==> src/rtl/fifo_pkg.sv <==
// -----------------------------------------------------------------------------
// fifo_pkg
// Shared constants and types for the synchronous FIFO read and write sides.
//   DEFAULT_MEMORY_DEPTH : default number of FIFO entries
//   DEFAULT_ADDRESS_SIZE : default pointer width
//   COUNT_WIDTH          : occupancy counter width (pointer width + 1)
//   ptr_t                : pointer type shared by the read and write counters
// -----------------------------------------------------------------------------
package fifo_pkg;

    localparam int DEFAULT_MEMORY_DEPTH = 4;
    localparam int DEFAULT_ADDRESS_SIZE = 2;
    localparam int COUNT_WIDTH          = DEFAULT_ADDRESS_SIZE + 1;

    typedef logic [DEFAULT_ADDRESS_SIZE-1:0] ptr_t;

endpackage : fifo_pkg

==> src/rtl/d_ff_sync_en.sv <==
// -----------------------------------------------------------------------------
// d_ff_sync_en
// Register with synchronous active-high reset and load enable.
// Ports:
//   clk : rising-edge clock
//   rst : synchronous, active-high reset (clears q)
//   en  : load enable; q holds when low
//   d   : next value, SIZE bits
//   q   : registered value, SIZE bits
// -----------------------------------------------------------------------------
module d_ff_sync_en #(
    parameter int SIZE = 1
) (
    input  logic            clk,
    input  logic            rst,
    input  logic            en,
    input  logic [SIZE-1:0] d,
    output logic [SIZE-1:0] q
);

    logic [SIZE-1:0] q_d;
    logic [SIZE-1:0] q_q;

    // NOTE: q_d gets its hold value first so every path assigns it and no latch is inferred.
    always_comb begin
        q_d = q_q;
        if (en) begin
            q_d = d;
        end
    end

    // NOTE: sequential state uses non-blocking assignment so all flops update together.
    always_ff @(posedge clk) begin
        if (rst) begin
            q_q <= '0;
        end else begin
            q_q <= q_d;
        end
    end

    assign q = q_q;

endmodule : d_ff_sync_en

==> src/rtl/read_address_ctrl.sv <==
// -----------------------------------------------------------------------------
// read_address_ctrl
// Read-side pointer and occupancy controller of the synchronous FIFO.
// Tracks occupancy from accepted writes and accepted reads, drives the
// wrapping read pointer and the memory read enable, and produces the
// empty/full flags and a one-cycle-delayed read-data-valid strobe.
//
// Optional feature: define READ_UNDERFLOW_FLAG_EN to add the sticky
// 'underflow' output, set whenever a read is requested while empty.
//
// Ports:
//   clk       : rising-edge clock shared with the writer
//   rst       : synchronous, active-high reset
//   cw_en     : write strobe from the write-address counter
//   rd_req    : consumer read request (level)
//   r_ptr     : read address to the memory
//   cr_max    : r_ptr is the last entry (MEMORY_DEPTH-1)
//   rd_en     : read accepted this cycle (rd_req && !empty)
//   rd_valid  : memory read data valid (rd_en delayed one cycle)
//   count     : occupancy, 0..MEMORY_DEPTH
//   empty     : count == 0
//   full      : count == MEMORY_DEPTH
//   underflow : sticky read-while-empty flag (READ_UNDERFLOW_FLAG_EN only)
// -----------------------------------------------------------------------------
module read_address_ctrl
    import fifo_pkg::*;
#(
    parameter int MEMORY_DEPTH = DEFAULT_MEMORY_DEPTH,
    parameter int ADDRESS_SIZE = DEFAULT_ADDRESS_SIZE
) (
    input  logic                    clk,
    input  logic                    rst,
    input  logic                    cw_en,
    input  logic                    rd_req,
    output logic [ADDRESS_SIZE-1:0] r_ptr,
    output logic                    cr_max,
    output logic                    rd_en,
    output logic                    rd_valid,
    output logic [ADDRESS_SIZE:0]   count,
    output logic                    empty,
    output logic                    full
`ifdef READ_UNDERFLOW_FLAG_EN
    ,
    output logic                    underflow
`endif
);

    localparam int CNT_W = ADDRESS_SIZE + 1;
    localparam logic [ADDRESS_SIZE-1:0] PTR_LAST  = ADDRESS_SIZE'(MEMORY_DEPTH - 1);
    localparam logic [CNT_W-1:0]        COUNT_MAX = CNT_W'(MEMORY_DEPTH);

    logic                    w_acc;
    logic                    count_en;
    logic [ADDRESS_SIZE-1:0] r_ptr_d;
    logic [CNT_W-1:0]        count_d;
    logic                    rd_valid_d;
    logic                    rd_valid_q;

    // Flags come straight from registered state plus the live request.
    assign empty    = (count == '0);
    assign full     = (count == COUNT_MAX);
    assign cr_max   = (r_ptr == PTR_LAST);
    assign rd_en    = rd_req && !empty;
    // A write strobe while full is dropped, so count never exceeds the depth.
    assign w_acc    = cw_en && !full;
    assign count_en = w_acc || rd_en;

    always_comb begin
        // Wrap in the next-value mux so the last address is still presented.
        r_ptr_d = cr_max ? '0 : r_ptr + ADDRESS_SIZE'(1);

        count_d = count;
        if (w_acc && !rd_en) begin
            count_d = count + CNT_W'(1);
        end else if (rd_en && !w_acc) begin
            count_d = count - CNT_W'(1);
        end

        rd_valid_d = rd_en;
    end

    d_ff_sync_en #(
        .SIZE (ADDRESS_SIZE)
    ) u_r_ptr (
        .clk (clk),
        .rst (rst),
        .en  (rd_en),
        .d   (r_ptr_d),
        .q   (r_ptr)
    );

    d_ff_sync_en #(
        .SIZE (CNT_W)
    ) u_count (
        .clk (clk),
        .rst (rst),
        .en  (count_en),
        .d   (count_d),
        .q   (count)
    );

    always_ff @(posedge clk) begin
        if (rst) begin
            rd_valid_q <= 1'b0;
        end else begin
            rd_valid_q <= rd_valid_d;
        end
    end

    assign rd_valid = rd_valid_q;

`ifdef READ_UNDERFLOW_FLAG_EN
    logic underflow_d;
    logic underflow_q;

    // Sticky: once set it only clears on reset.
    always_comb begin
        underflow_d = underflow_q || (rd_req && empty);
    end

    always_ff @(posedge clk) begin
        if (rst) begin
            underflow_q <= 1'b0;
        end else begin
            underflow_q <= underflow_d;
        end
    end

    assign underflow = underflow_q;
`endif

endmodule : read_address_ctrl

==> config.mk <==
export PLATFORM = sky130hd
export DESIGN_NAME = read_address_ctrl
export DESIGN_NICKNAME = d
export VERILOG_FILES = /design/src/rtl/fifo_pkg.sv /design/src/rtl/d_ff_sync_en.sv /design/src/rtl/read_address_ctrl.sv
export SDC_FILE = /design/constraint.sdc
export NUM_CORES = 1
export LEC_CHECK = 0
export CORE_AREA = 3 3 40 42
export CTS_CLUSTER_SIZE = 24
export DETAILED_ROUTE_END_ITERATION = 8
export DIE_AREA = 0 0 43 45
export PLACE_DENSITY = 0.67
export SLEW_MARGIN = 15
export SYNTH_ARGS = -nofsm -noshare
export SYNTH_HDL_FRONTEND = slang
export SYNTH_HIERARCHICAL = 1
export SYNTH_SLANG_ARGS = --single-unit
export TNS_END_PERCENT = 1
==> constraint.sdc <==
create_clock -name clk -period 1.6 [get_ports clk]
set_input_delay 0.48 -clock clk [delete_from_list [all_inputs] [get_ports clk]]
set_output_delay 0.48 -clock clk [all_outputs]
set_load 0.05 [all_outputs]
[Word-level counts from Yosys, hierarchy flattened]
Cells that the tools add are included.
Cells by class
  equality and inequality tests: 2
  shift operators: 0
  $add $sub $neg: 3
  bitwise operators: 0
  reduce and logical (&&, ||, !) cells: 12
  multiplexer cells: 3
  magnitude comparators: 0
  multiply operators: 0
  divide/modulo/power cells: 0
Operators with widths (count)
  3-bit two-way mux: 2
  1-bit logical AND: 4
  1-bit zero test: 4
  3-bit by 1-bit adder with 3-bit output, second input constant: 1
  3-bit == test, second input constant: 1
  3-bit zero test: 1
  3-bit by 1-bit subtractor with 3-bit output, second input constant: 1
  2-bit by 1-bit adder with 2-bit output, second input constant: 1
  2-bit == test, second input constant: 1
  2-bit two-way mux: 1
  2-bit AND reduction: 1
  2-bit nonzero test: 1
  1-bit logical OR: 1
Storage, ports and cells
  memories: 0
  flip-flop bits (word level): 6
  ROM bits: 0
  output and inout bits: 10
  bits in writable memories: 0
  logic and storage cells: 23
  bits in latches: 0

[Logic depth before layout (Yosys ltp)]
  word-level depth: 7
  gate-level depth with buffers: 8
  gate-level depth less buffers: 8

[By module]
Netlist, hierarchy kept.
Modules (own cells, without submodules)
  read_address_ctrl: times used 1, seq. area each 20.0 um^2, cells each 40, area each 302.8 um^2
  d_ff_sync_en (u_count): times used 1, seq. area each 60.1 um^2, cells each 9, area each 101.3 um^2
  d_ff_sync_en (u_r_ptr): times used 1, seq. area each 40.0 um^2, cells each 6, area each 67.6 um^2

[Worst setup path before layout]
No wires, ideal clock.
  kind: reg-to-output
  start: register u_count.q_q[1] (netlist: u_count/q[1])
  end: output port rd_en
  arrival time: 1.747 ns
  path buffers: 0
  stages on the path, launching flop included: 5
  required time: 1.120 ns
  setup slack: -0.627 ns
  cell sequence: dfxtp_1 inv_1 ha_1 nand2b_1 and2_1
On the way
  longest elaborated chain between the ends: 3
Ends and longest elaborated chain
  from (decl): RTL line d_ff_sync_en.sv:22  | logic [SIZE-1:0] q_q;
  from (signal assigned): RTL line d_ff_sync_en.sv:37  | q_q <= q_d;
  3-bit zero test: RTL line read_address_ctrl.sv:60  | assign empty = (count == '0);
  1-bit zero test: RTL line read_address_ctrl.sv:63  | assign rd_en = rd_req && !empty;
  1-bit logical AND: RTL line read_address_ctrl.sv:63
  to (decl): RTL line read_address_ctrl.sv:37  | output logic rd_en,
Every way passes these cells.

[Worst setup path after layout]
  start: register u_count.q_q[0] (netlist: u_count/q[0])
  end: output port rd_en
The elaborated chain is that of the path after synthesis.

==> results.toml <==
[grt]
grt_pass1_vias = 472
grt_busiest_layer = "met2"
antenna_found_initial = 0
gr-total-overflow = 0
grt_pass1_wl_um = 1952
grtUsageMet3 = 0.03586
use_met2 = 0.2305
grt_max_degree = 9
grtUsageMet1 = 0.1598
grt_usage = 0.1343

[floorplanning]
die_y_um = 45
core_area_um2 = 1285
row_count = 13
die-area_um2 = 1935
die_x_um = 43
io_pins = 14
start_util = 0.3671

[finish]
instances_no_fill = 99
num-fill-cells = 102
final_cell_mix = "buf_4, nor2_1, buf_12, mux2i_1"
synthToLayoutAreaGrowth_pct = 84.09
final_common_cell = "buf_4"
antenna_cells = 0
layout-drive-gt1-share = 0.5000
final_nets = 94
final_util = 0.6758

[logic_synthesis]
netlist_top_cells_area = "dfxtp_1, mux2i_1, ha_1"
synth_seq_cells = 6
yosysUniqueCellTypes = 21
synth_area_um2 = 471.7
synth_nets = 63
seq_area_frac_synth = 0.2546
yosysWarnings = 6
synth_top_area_frac = 0.2546
synthArstFlopShare = 0
syn_area_per_cell_um2 = 8.576
yosys.area.top_type = "dfxtp_1"
syn_inst = 55
synth_edf_count = 0
ys.flop_type = "dfxtp_1"

[sta]
slew_headroom = 0.8220
fin_skew_ns = 0.008391
fin_crit_ns = 1.645
drv_slew = 0
fin_ws_ns = -0.04461
fmax_mhz = 608.0
timing.hold.ws_ns = 0.5934
tightest_slew_ns = 0.2664
tns_ns = -0.04461
fin_crit_sh = 1.028
setup_viol = 1
rsz0062_at_grt = "true"
hold_viol_final = 0

[routing]
avgRoutedWirePerCell_um = 11.46
wl_um = 1135
firstDrtPassIters = 4
ant_nets = 0
viasPerCell = 4.869
drcViolationCount = 0
vias = 482
dr.first_iter.drc_count = 4

[clocking]
htree_levels = 1
clock_sinks = 6
cts-root-buf = "clkbuf_4"
path_clk_slew_ns = 0.05
clk_latency_ns = 0.24
cts_tree = "built"
cts_buffer_depth = 2
hold_buffers = 0
cts_buffers = 3

[run_status]
violations = "negative setup slack"
status = "finished, violations left"

[critical_path]
start_kind = "flip-flop"
arrival_ns = 1.16
criticalPathCategory = "reg2out"
cp_top_family = "flip-flops"
worstPathCellList = "inv_4 > ha_4 > nand2b_4 > and2_4 > buf_12"
cp-end-kind = "output pin"
path_buf_inv = 2
max_stage_delay_ns = 0.35
path_max_fanout = 3
required_ns = 1.12
slowest_stage = "dfxtp_4"

[power]
power_leakage_nw = 0.3847
ir_worst_vdd_mv = 0.9548
power_density_nw_per_um2 = 1625

[flow_run]
cap_violations = 0

[worst_hold_path]
hp-class = "reg2reg"

[placed_design]
port_buffers = 13
gp_congestion = 0.7957
dpl.hpwl_um = 875.8
placed_cells = 94
==> layout make-up <==
type,instances,area (um^2),area share
multi-input combinational,42,331.6,0.3818
inverter,4,20.02,0.02305
clock buffer,3,22.52,0.02594
sequential,6,128.9,0.1484
tap,15,18.77,0.02161
timing repair buffer,29,346.6,0.3991
==> worst paths after layout <==
| kind | start | endpoint | slack, ns | depth (start not counted) |
|---|---|---|---|---|
| setup / recovery | u_count/q[0] | rd_en | -0.04 | 5 |
| hold / removal | u_count/q[2] | u_count/q[2] | 0.59 | 2 |
| setup reg to reg | u_count/q[0] | u_count/q[2] | 0.05 | 9 |
| hold reg to reg | u_count/q[2] | u_count/q[2] | 0.59 | 2 |
==> per-stage QoR <==
stage | power (mW) | setup WS [ns] | cell area (um^2)
floorplan | 0.7521 | -0.08145 | 485.5
global placement | 1.165 | -0.4666 | 809.5
detailed placement | 1.176 | -0.4910 | 809.5
CTS | 1.421 | -0.04103 | 872.1
global route | 1.495 | -0.08438 | 868.3
finish | 1.411 | -0.04461 | 868.3
==> repair_timing <==
item                                    4_1_cts  5_1_grt
setup buffers                                 2        0
endpoints found under the setup margin        6        5
gates resized for setup                      11        3
cloned                                        0        0
pin swaps                                     1        2
==> logic make-up after synthesis <==
| kind of cell | synth area share |
|---|---|
| xor+xnor | 0.01857 |
| simple gates | 0.1724 |
| flops | 0.2547 |
| buf+inv | 0.09548 |
| fa+ha+maj | 0.1061 |
| mux | 0.1910 |
| compound gates | 0.1618 |
==> worst register-to-register path, stage by stage (launching register included) <==
cell,delay [ns]
dfxtp_4,0.35
inv_4,0.04
buf_4,0.13
ha_1,0.20
nor3b_1,0.14
a211o_1,0.27
o21ai_1,0.08
a21oi_1,0.05
mux2i_1,0.13
nor2_1,0.05
==> per-layer routing <==
metal	part of all wire	wire, um
met2	0.50	572
met5	0	0
met4	0	0
met1	0.46	520
met3	0.036	41
==> state kept, by name (all words and copies together) (netlist names) <==
signal and count:
u_count/q 3, u_r_ptr/q 2, rd_valid 1
==> Yosys cell counts, drive strengths merged, types with 2 or more instances <==
cell   number
buf         3
nand2       3
nor2b       2
dfxtp       6
o21ai       2
nor2       10
ha          4
inv         4
mux2i       9
a21oi       2
==> power by group <==
group / leakage (nW) / switching, mW / internal [mW]
Sequential: 0.0507 / 0.0403 / 0.191
Clock: 0.0138 / 0.0509 / 0.0846
Combinational: 0.320 / 0.497 / 0.547
Total: 0.385 / 0.588 / 0.823
No activity file was read; power rests on OpenSTA's default activity.
